$ cat config.mk
export PLATFORM = sky130hd
export DESIGN_NAME = adc_vol_filter
export DESIGN_NICKNAME = d
export VERILOG_FILES = /design/src/rtl/adc_vol_filter.sv
export SDC_FILE = /design/constraint.sdc
export NUM_CORES = 1
export LEC_CHECK = 0
export CAP_MARGIN = 20
export CORE_MARGIN = 1.5
export CORE_UTILIZATION = 59
export DETAILED_ROUTE_END_ITERATION = 10
export DONT_BUFFER_PORTS = 1
export GPL_ROUTABILITY_DRIVEN = 0
export GPL_TIMING_DRIVEN = 0
export HOLD_SLACK_MARGIN = 0.08
export PLACE_DENSITY = 0.78
export SLEW_MARGIN = 20
export SYNTH_ARGS = -nofsm -noshare
export SYNTH_HDL_FRONTEND = slang
export SYNTH_SLANG_ARGS = --single-unit
$ cat constraint.sdc
create_clock -name sys_clk -period 5.6 [get_ports sys_clk]
set_input_delay 1.12 -clock sys_clk [delete_from_list [all_inputs] [get_ports sys_clk]]
set_output_delay 1.12 -clock sys_clk [all_outputs]
set_load 0.1 [all_outputs]
$ cat src/rtl/adc_vol_filter.sv
// ---------------------------------------------------------------------------
// adc_vol_filter
//
// Conditions the modular ADC response stream for the voltage consumers
// (LED bar, 7-segment digits, acceleration/pick logic). Samples from one
// selected channel feed a 2^AVG_LOG2-deep moving average. The average is
// scaled to millivolts (0..5000) and also held behind a hysteresis band, so
// the display and the pick motion do not jitter.
//
// Pipeline (one sample per clock, no stall):
//   stage 1 (accept edge) : window write, running sum, write pointer, fill
//   stage 2               : prod = (sum >> AVG_LOG2) * 10003
//   stage 3               : vol_mv = prod >> 13, hysteresis update
//
// Ports:
//   sys_clk           system clock
//   Reset             asynchronous, active-high reset
//   sel_channel       channel accepted by the filter
//   response_valid    ADC response strobe (one sample per high cycle)
//   response_channel  channel tag of the current response
//   response_data     raw 12-bit ADC code
//   vol_mv            filtered voltage in mV
//   vol_valid         one-cycle pulse when vol_mv updates
//   vol_stable        hysteresis-held voltage in mV
//   stable_upd        one-cycle pulse when vol_stable changes
//   primed            window full, outputs meaningful
//
// Optional feature, enabled by defining ADC_FILT_MINMAX_EN:
//   minmax_clr        synchronous clear of the extremes (beats an update)
//   vol_min, vol_max  running extremes of vol_mv
// ---------------------------------------------------------------------------
module adc_vol_filter #(
    parameter int AVG_LOG2 = 3,
    parameter int HYST_MV  = 50
) (
    input  logic        sys_clk,
    input  logic        Reset,
    input  logic [4:0]  sel_channel,
    input  logic        response_valid,
    input  logic [4:0]  response_channel,
    input  logic [11:0] response_data,
    output logic [12:0] vol_mv,
    output logic        vol_valid,
    output logic [12:0] vol_stable,
    output logic        stable_upd,
    output logic        primed
`ifdef ADC_FILT_MINMAX_EN
    ,
    input  logic        minmax_clr,
    output logic [12:0] vol_min,
    output logic [12:0] vol_max
`endif
);

    localparam int DEPTH = 1 << AVG_LOG2;
    localparam int SUM_W = 12 + AVG_LOG2;

    // Stage 1 state
    logic [11:0]         win_q [DEPTH];
    logic [AVG_LOG2-1:0] wptr_q;
    logic [AVG_LOG2:0]   fill_q;
    logic [SUM_W-1:0]    sum_q;
    logic [SUM_W-1:0]    sum_d;
    logic                s1_vld_q;
    logic                primed_q;

    // Stage 2 state
    logic [11:0]         avg_d;
    logic [25:0]         prod_d;
    logic [25:0]         prod_q;
    logic                s2_vld_q;

    // Stage 3 / output state
    logic [12:0]         mv_d;
    logic [13:0]         diff_d;
    logic [13:0]         adiff_d;
    logic                hyst_hit_d;
    logic [12:0]         vol_mv_q;
    logic                vol_valid_q;
    logic [12:0]         vol_stable_q;
    logic                stable_upd_q;
    logic                have_stable_q;

    logic                accept;
    logic                fill_last;

    assign accept    = response_valid && (response_channel == sel_channel);
    // True when the current accept completes (or is beyond) the first window.
    assign fill_last = (fill_q >= (AVG_LOG2 + 1)'(DEPTH - 1));

    // The oldest sample leaves the sum as the new one enters. The window
    // resets to zeros, so the sum never exceeds DEPTH * 4095.
    assign sum_d  = sum_q + SUM_W'(response_data) - SUM_W'(win_q[wptr_q]);
    assign avg_d  = 12'(sum_q >> AVG_LOG2);
    assign prod_d = 26'(avg_d) * 26'd10003;
    assign mv_d   = 13'(prod_q >> 13);

    // 14-bit signed distance between the new value and the held value.
    assign diff_d     = {1'b0, mv_d} - {1'b0, vol_stable_q};
    assign adiff_d    = diff_d[13] ? (14'd0 - diff_d) : diff_d;
    assign hyst_hit_d = (adiff_d >= 14'(HYST_MV));

    always_ff @(posedge sys_clk or posedge Reset) begin
        if (Reset) begin
            for (int i = 0; i < DEPTH; i++) win_q[i] <= '0;
            wptr_q        <= '0;
            fill_q        <= '0;
            sum_q         <= '0;
            s1_vld_q      <= 1'b0;
            primed_q      <= 1'b0;
            prod_q        <= '0;
            s2_vld_q      <= 1'b0;
            vol_mv_q      <= '0;
            vol_valid_q   <= 1'b0;
            vol_stable_q  <= '0;
            stable_upd_q  <= 1'b0;
            have_stable_q <= 1'b0;
        end else begin
            // Stage 1
            s1_vld_q <= accept && fill_last;
            if (accept) begin
                win_q[wptr_q] <= response_data;
                wptr_q        <= wptr_q + 1'b1;
                sum_q         <= sum_d;
                if (!fill_q[AVG_LOG2]) fill_q <= fill_q + 1'b1;
                if (fill_last) primed_q <= 1'b1;
            end

            // Stage 2
            s2_vld_q <= s1_vld_q;
            if (s1_vld_q) prod_q <= prod_d;

            // Stage 3: the first result after reset always loads the held value
            vol_valid_q  <= s2_vld_q;
            stable_upd_q <= 1'b0;
            if (s2_vld_q) begin
                vol_mv_q <= mv_d;
                if (!have_stable_q || hyst_hit_d) begin
                    vol_stable_q  <= mv_d;
                    stable_upd_q  <= 1'b1;
                    have_stable_q <= 1'b1;
                end
            end
        end
    end

    assign vol_mv     = vol_mv_q;
    assign vol_valid  = vol_valid_q;
    assign vol_stable = vol_stable_q;
    assign stable_upd = stable_upd_q;
    assign primed     = primed_q;

`ifdef ADC_FILT_MINMAX_EN
    logic [12:0] vol_min_q;
    logic [12:0] vol_max_q;

    // Reset/clear values make the first update load both extremes.
    always_ff @(posedge sys_clk or posedge Reset) begin
        if (Reset) begin
            vol_min_q <= 13'h1FFF;
            vol_max_q <= '0;
        end else if (minmax_clr) begin
            vol_min_q <= 13'h1FFF;
            vol_max_q <= '0;
        end else if (s2_vld_q) begin
            if (mv_d < vol_min_q) vol_min_q <= mv_d;
            if (mv_d > vol_max_q) vol_max_q <= mv_d;
        end
    end

    assign vol_min = vol_min_q;
    assign vol_max = vol_max_q;
`endif

endmodule

==> reports/qor.txt, run 1 <==
====================================================================================================
Total number of H-tree levels                                                                      4
CTS tree                                                                                        done
Fraction of layout instances using a drive strength above 1                                   19.73%
Maximum number of pins on one net before global-route repair                                      91
Result of the run                                                                          completed
Clk root buf                                                                               clkbuf_16
Iteration-0 DRC count of the detailed router                                                     419
Number of top-level pins                                                                          54
Detail Route Antenna Nets                                                                          0
Routed wire length per instance                                                             18.82 um
Sequential Area                                                                         0.004084 mm^2
Flip-flop and latch count after synthesis                                                        163
Fillers                                                                                         1358
Post-Syn Area per Cell                                                                    11.20 um^2
Hold wc startpoint                                                                      have_stable_q$_DFFE_PP0P_
Type of the setup path with the least slack                                               reg -> reg
Most frequent cells in the layout                                                       159 x dfrtp_1, 154 x inv_1, 113 x mux2_2, 113 x ha_1, 62 x nand2_1
Worst-Margin Slew                                                                           1.010 ns
Critical Path AT                                                                             5.82 ns
Clock period minus worst slack                                                              5.505 ns
Total area of multi-input combinational cells                                           0.006554 mm^2
Die height                                                                                  141.4 um
Master of the slowest instance on the critical path                                          dfrtp_1
Final Routed Wirelength                                                                     24.15 mm
Unrepaired setup endpoints after global routing                                                 true
Critical path required time                                                                  5.91 ns
Fin nets                                                                                        1224
Full die area                                                                           0.02000 mm^2
Worst min-delay path endpoint                                                           have_stable_q$_DFFE_PP0P_
WHS Path Cells                                                                                     2
Final global-route overflow total                                                                  0
Post-CTS Hold Buffers                                                                              0
Final number of hold-violating endpoints                                                           0
Clock latency of the later-clocked register in the worst-skew pair                           0.43 ns
Count of flip-flops with a built-in enable after synthesis                                         0
Count of mapped cells out of synthesis                                                          1009
Worst reg2reg setup slack                                                                    0.09 ns
Most common cell after layout, fill and taps aside                                           dfrtp_1
Total of buffers placed on input and output ports                                                  0
Vias in the first global route                                                                  7891
Deepest clock path buffer count                                                                    2
Standard-cell rows                                                                                50
Longest individual stage delay on the worst path                                             0.53 ns
Type of origin of the critical path                                                        flip-flop
Per-cell via count in the routed design                                                        5.963
Via count                                                                                       7650
Slew headroom                                                                                 32.68%
Ant. Diodes                                                                                        0
Worst r2r src                                                                           sum_q[7]$_DFFE_PP0P_
Ys flop type                                                                                 dfrtp_1
Number of max-cap violations                                                                       0
Area growth from synthesis to layout                                                          8.998%
GR Util All Layers                                                                            25.58%
Post-Syn Nets                                                                                   1197
Initial DRT Pass Iterations                                                                        5
Fraction of synthesis flops using an asynchronous set or reset pin                            100.0%
Worst Clk Skew                                                                           0.005368 ns
Final period util                                                                             98.31%
Fmax                                                                                       181.6 MHz
Total clock sinks                                                                                163
Crit-path max FO                                                                                   7
Initial antenna violation count                                                                    0
Die width                                                                                   141.4 um
Area of the core region                                                                 0.01877 mm^2
Number of cells on the worst reg-to-reg path                                                      16
First-pass GRT wire length                                                                  39.77 mm
Hold WC Path Type                                                                         reg -> reg
Share of the yosys chip area belonging to registers                                           36.08%
Worst-case hold slack                                                                      0.4484 ns
Cells along the critical path                                                           inv_1, fa_1, inv_1, ha_1, fa_1, fa_1, fa_1, ha_1, a21o_1, a21o_1, a21oi_1, o41ai_4, a221o_1, a211o_1, and4_1, or3_1
Distinct cells, synth                                                                             71
Detailed placement HPWL                                                                     17.92 mm
Starting utilization of the core area                                                         60.24%
Post-synthesis instance area                                                            0.01131 mm^2
Clock-pin slew reported for the worst setup and hold paths after clock tree synthesis        0.06 ns
Ys Warns                                                                                           0
Max Transition Viols Final                                                                         0
TritonCTS Buffers                                                                                 17
Final setup viols                                                                                  0
DR DRC count                                                                                       0
Most common cell on crit path                                                                   fa_1
End of the worst register-to-register path                                              prod_q[25]$_DFFE_PP0P_
Endpoint class of the critical path                                                        flip-flop
====================================================================================================
## synthesized netlist by cell type, types with 5 or more instances
cell	instances	area [um^2]
a21o_1	11	82.58
a21oi_1	22	110.1
a31oi_1	8	50.05
and3_1	6	37.54
buf_1	6	22.52
clkbuf_1	22	82.58
dfrtp_1	163	4079
fa_1	50	1001
ha_1	113	1414
inv_1	156	585.6
mux2_2	113	1272
mux2_4	8	120.1
mux2i_1	6	60.06
mux4_2	24	540.5
nand2_1	62	232.7
nand3_1	10	50.05
nor2_1	28	105.1
nor2b_1	6	37.54
nor3_1	10	50.05
nor4_1	5	31.28
o2111ai_1	6	52.55
o211ai_1	5	37.54
o21ai_0	51	255.2
or3_1	6	37.54
xnor2_1	19	166.4
xor2_1	13	113.9
## metal layers
| metal | global-route usage (%) | routed length, um |
|---|---|---|
| met1 | 30.95 | 10070 |
| met2 | 45.87 | 12440 |
| met3 | 5.029 | 1100 |
| met4 | 8.573 | 537 |
| met5 | 0 | 0 |
## critical path: cells and delay by family, from the launching register on
| family | cells | cell delay, ns |
|---|---|---|
| AO/OA/AOI/OAI | 6 | 1.46 |
| AND/OR/NAND/NOR | 2 | 0.57 |
| buffers and inverters | 2 | 0.24 |
| flip-flops | 1 | 0.53 |
| adder cells (fa/ha/maj) | 6 | 2.58 |
## layout make-up
cell class | instances | area share [%]
clock buffer | 22 | 3.848
clock inverter | 10 | 0.8935
sequential | 163 | 33.14
inverter | 157 | 4.843
buffer | 30 | 1.066
tap | 234 | 2.376
timing repair buffer | 8 | 0.6498
multi-input combinational | 659 | 53.18
## how the worst max path moves through the flow
stage,startpoint,to
floorplan,Reset,fill_q[0]$_DFFE_PP0P_
global placement,Reset,sum_q[0]$_DFFE_PP0P_
detailed placement,sum_q[13]$_DFFE_PP0P_,prod_q[25]$_DFFE_PP0P_
CTS,sum_q[13]$_DFFE_PP0P_,prod_q[25]$_DFFE_PP0P_
global route,sum_q[13]$_DFFE_PP0P_,prod_q[25]$_DFFE_PP0P_
finish,sum_q[7]$_DFFE_PP0P_,prod_q[25]$_DFFE_PP0P_
## state kept, by name, summed over array words and instances, names as in the netlist
name,flops
s1_vld_q,1
wptr_q,3
vol_stable,13
s2_vld_q,1
vol_mv,13
stable_upd,1
vol_valid,1
prod_q,13
have_stable_q,1
primed,1
sum_q,15
fill_q,4
win_q,96
## timing repair
item / CTS / global route
setup endpoints to repair: 7 / 6
resized for setup: 8 / 4
buffers inserted: 7 / 0
pin swaps: 3 / 3
## per-stage QoR
step	cells	TNS (ns)	utilization, %	setup slack (ns)	cell area (um^2)
finish	1283	0	65.66	0.09465	12320
global route	1283	-0.09863	65.66	-0.09863	12320
CTS	1283	0	65.59	0.02268	12310
detailed placement	1244	-2.013	61.99	-0.6421	11630
global placement	1243	-244.36	61.80	-1.499	11600
floorplan	1009	0	-	0.07503	11310
## cell families (layout without fill, tap and decap cells)
group | count (synthesis) | in the layout | share of synthesized area (%)
AOI/OAI and AO/OA | 145 | 145 | 8.699
DFF | 163 | 163 | 36.08
adders and majority gates | 163 | 163 | 21.36
buffers and inverters | 187 | 227 | 6.363
xor gates and xnor gates | 32 | 32 | 2.479
and+or+nand+nor | 168 | 168 | 7.393
muxes | 151 | 151 | 17.63
Power of run 1 is not shown: default switching activity piles up to over one toggle a cycle in this logic, so the estimate is an artifact.
==> run 2: changes to the inputs <==
CORE_UTILIZATION = 65   (was 59)
PLACE_DENSITY = 0.81   (was 0.78)
SETUP_SLACK_MARGIN = 0.15   (was default)
SLEW_MARGIN = 25   (was 20)
clock period = 5.4 ns   (was 5.6 ns; I/O delays follow)
==> reports/qor.txt, run 2 (synthesized netlist as in run 1, its figures left out) <==
====================================================================================================
Final Routed Wirelength                                                                     25.72 mm
Largest registers                                                                       win_q (96), sum_q (15)
Worst Clk Skew                                                                            0.01199 ns
Fillers                                                                                         1126
Longest individual stage delay on the worst path                                             0.56 ns
Area of the core region                                                                 0.01712 mm^2
Critical Path AT                                                                             5.53 ns
Final setup viols                                                                                  0
Master of the slowest instance on the critical path                                             fa_1
Placed standard-cell area                                                               0.01174 mm^2
Max Transition Viols Final                                                                         0
Vias in the first global route                                                                  8491
GR Util All Layers                                                                            30.45%
Final number of hold-violating endpoints                                                           0
DR DRC count                                                                                       0
Final Core Density                                                                            73.40%
Post-CTS Hold Buffers                                                                              0
Endpoint class of the critical path                                                        flip-flop
Die width                                                                                   134.9 um
Clock latency of the later-clocked register in the worst-skew pair                           0.44 ns
Fin nets                                                                                        1238
Cells along the critical path                                                           buf_6, ha_2, inv_2, fa_2, fa_1, inv_2, fa_1, inv_2, fa_1, inv_2, ha_4, o2111ai_2, a21oi_2, a221oi_2, buf_4, o41ai_4, a221o_1, a211o_1, buf_6, xor2_1, mux2_2
Fraction of layout instances using a drive strength above 1                                   22.58%
Critical path required time                                                                  5.72 ns
Standard-cell rows                                                                                48
Slew headroom                                                                                 35.08%
Delay-heaviest family, CP                                                                adder cells
First-pass GRT wire length                                                                  42.59 mm
Initial antenna violation count                                                                    0
Maximum number of pins on one net before global-route repair                                      32
Max reg flops                                                                                     96
Most common cell on crit path                                                                  inv_2
Design area                                                                             0.01256 mm^2
Total clock sinks                                                                                163
Crit-path max FO                                                                                   3
Initial DRT Pass Iterations                                                                        5
Clk root buf                                                                               clkbuf_16
Total number of H-tree levels                                                                      4
Hold WC Path Type                                                                         reg -> reg
Starting utilization of the core area                                                         66.05%
Buffers plus inverters on the worst setup path                                                     7
Total of buffers placed on input and output ports                                                  0
Final period util                                                                             96.42%
Detail Route Antenna Nets                                                                          0
Most frequent cells in the layout                                                       156 x dfrtp_1, 149 x inv_1, 113 x mux2_2
Unrepaired setup endpoints after global routing                                                 true
Area growth from synthesis to layout                                                          11.12%
Via count                                                                                       7849
Number of top-level pins                                                                          54
Deepest clock path buffer count                                                                    2
Clock period minus worst slack                                                              5.207 ns
TritonCTS Buffers                                                                                 17
Final global-route overflow total                                                                  0
Type of the setup path with the least slack                                               reg -> reg
Most common cell after layout, fill and taps aside                                           dfrtp_1
Detailed placement HPWL                                                                     18.66 mm
Ant. Diodes                                                                                        0
Type of origin of the critical path                                                        flip-flop
Iteration-0 DRC count of the detailed router                                                     462
Die height                                                                                  134.9 um
Routed wire length per instance                                                             19.97 um
Per-cell via count in the routed design                                                        6.094
Clock-pin slew reported for the worst setup and hold paths after clock tree synthesis        0.07 ns
Result of the run                                                                          completed
Number of max-cap violations                                                                       0
Register ranked first by flip-flop count                                                       win_q
Full die area                                                                           0.01819 mm^2
Worst-Margin Slew                                                                          0.9739 ns
Fmax                                                                                       192.1 MHz
CTS tree                                                                                        done
====================================================================================================
==> run 2: cell types whose count changed in the layout (fill, tap and decap cells not counted), moves of 4 or more <==
cell | previous run | this run
inv_2 | 2 | 6
inv_1 | 154 | 149
buf_4 | 7 | 14
clkinv_8 | 0 | 4
==> run 2: what timing repair did <==
| item | 4_1_cts | 5_1_grt |
|---|---|---|
| pin swaps | 9 | 10 |
| setup buffers | 14 | 2 |
| gates resized for setup | 17 | 15 |
| hold endpoints to repair | 0 | 0 |
| endpoints found under the setup margin | 12 | 6 |
==> run 2: worst min-delay path: cells and delay by family (launching register included) <==
kind | cells | cell delay, ns
flops | 1 | 0.32
simple gates | 1 | 0.05
buf+inv | 1 | 0.06
==> run 2: per-stage QoR <==
| step | worst slack [ns] | instances | setup TNS [ns] | hold WS (ns) |
|---|---|---|---|---|
| 3_5_place_dp | -0.5477 | 1240 | -2.363 | 0.4409 |
| 4_1_cts | 0.1262 | 1286 | 0 | 0.4603 |
| 5_1_grt | 0.08928 | 1288 | 0 | 0.4948 |
| 3_3_place_gp | -0.4437 | 1234 | -1.456 | 0.4350 |
| 2_1_floorplan | 0.01579 | 1009 | 0 | 0.4135 |
| 6_report | 0.1932 | 1288 | 0 | 0.4586 |
==> run 2: metal layers <==
layer | vias to the layer above | share of wire [%] | GRT usage [%]
met5 | - | 0 | 0
met4 | 0 | 2.5 | 10.57
met3 | 58 | 4.3 | 5.518
met2 | 217 | 54 | 56.78
met1 | 3993 | 39 | 35.08
li1 | 3581 | - | -
==> run 2: worst paths after layout <==
check,start,to,slack [ns],depth (start not counted)
max,sum_q[13]$_DFFE_PP0P_,prod_q[24]$_DFFE_PP0P_,0.19,21
min,have_stable_q$_DFFE_PP0P_,have_stable_q$_DFFE_PP0P_,0.46,2
max reg2reg,sum_q[13]$_DFFE_PP0P_,prod_q[24]$_DFFE_PP0P_,0.19,21
min reg2reg,have_stable_q$_DFFE_PP0P_,have_stable_q$_DFFE_PP0P_,0.46,2
max in group asynchronous,Reset,sum_q[6]$_DFFE_PP0P_,3.76,5
min in group asynchronous,Reset,vol_stable[2]$_DFFE_PP0P_,0.53,1
==> run 2: cell type report <==
cell class              count  area, um^2  share of cell area (%)
repair buffers             22       270.3                   2.151
clock inverters            15       188.9                   1.504
inverters                 157       596.8                   4.751
flip-flops and latches    163        4088                   32.54
well taps                 225       281.5                   2.241
multi-input cells         659        6576                   52.35
clock buffers              17       425.4                   3.386
plain buffers              30       136.4                   1.086
Power of run 2 is left out for the same reason.
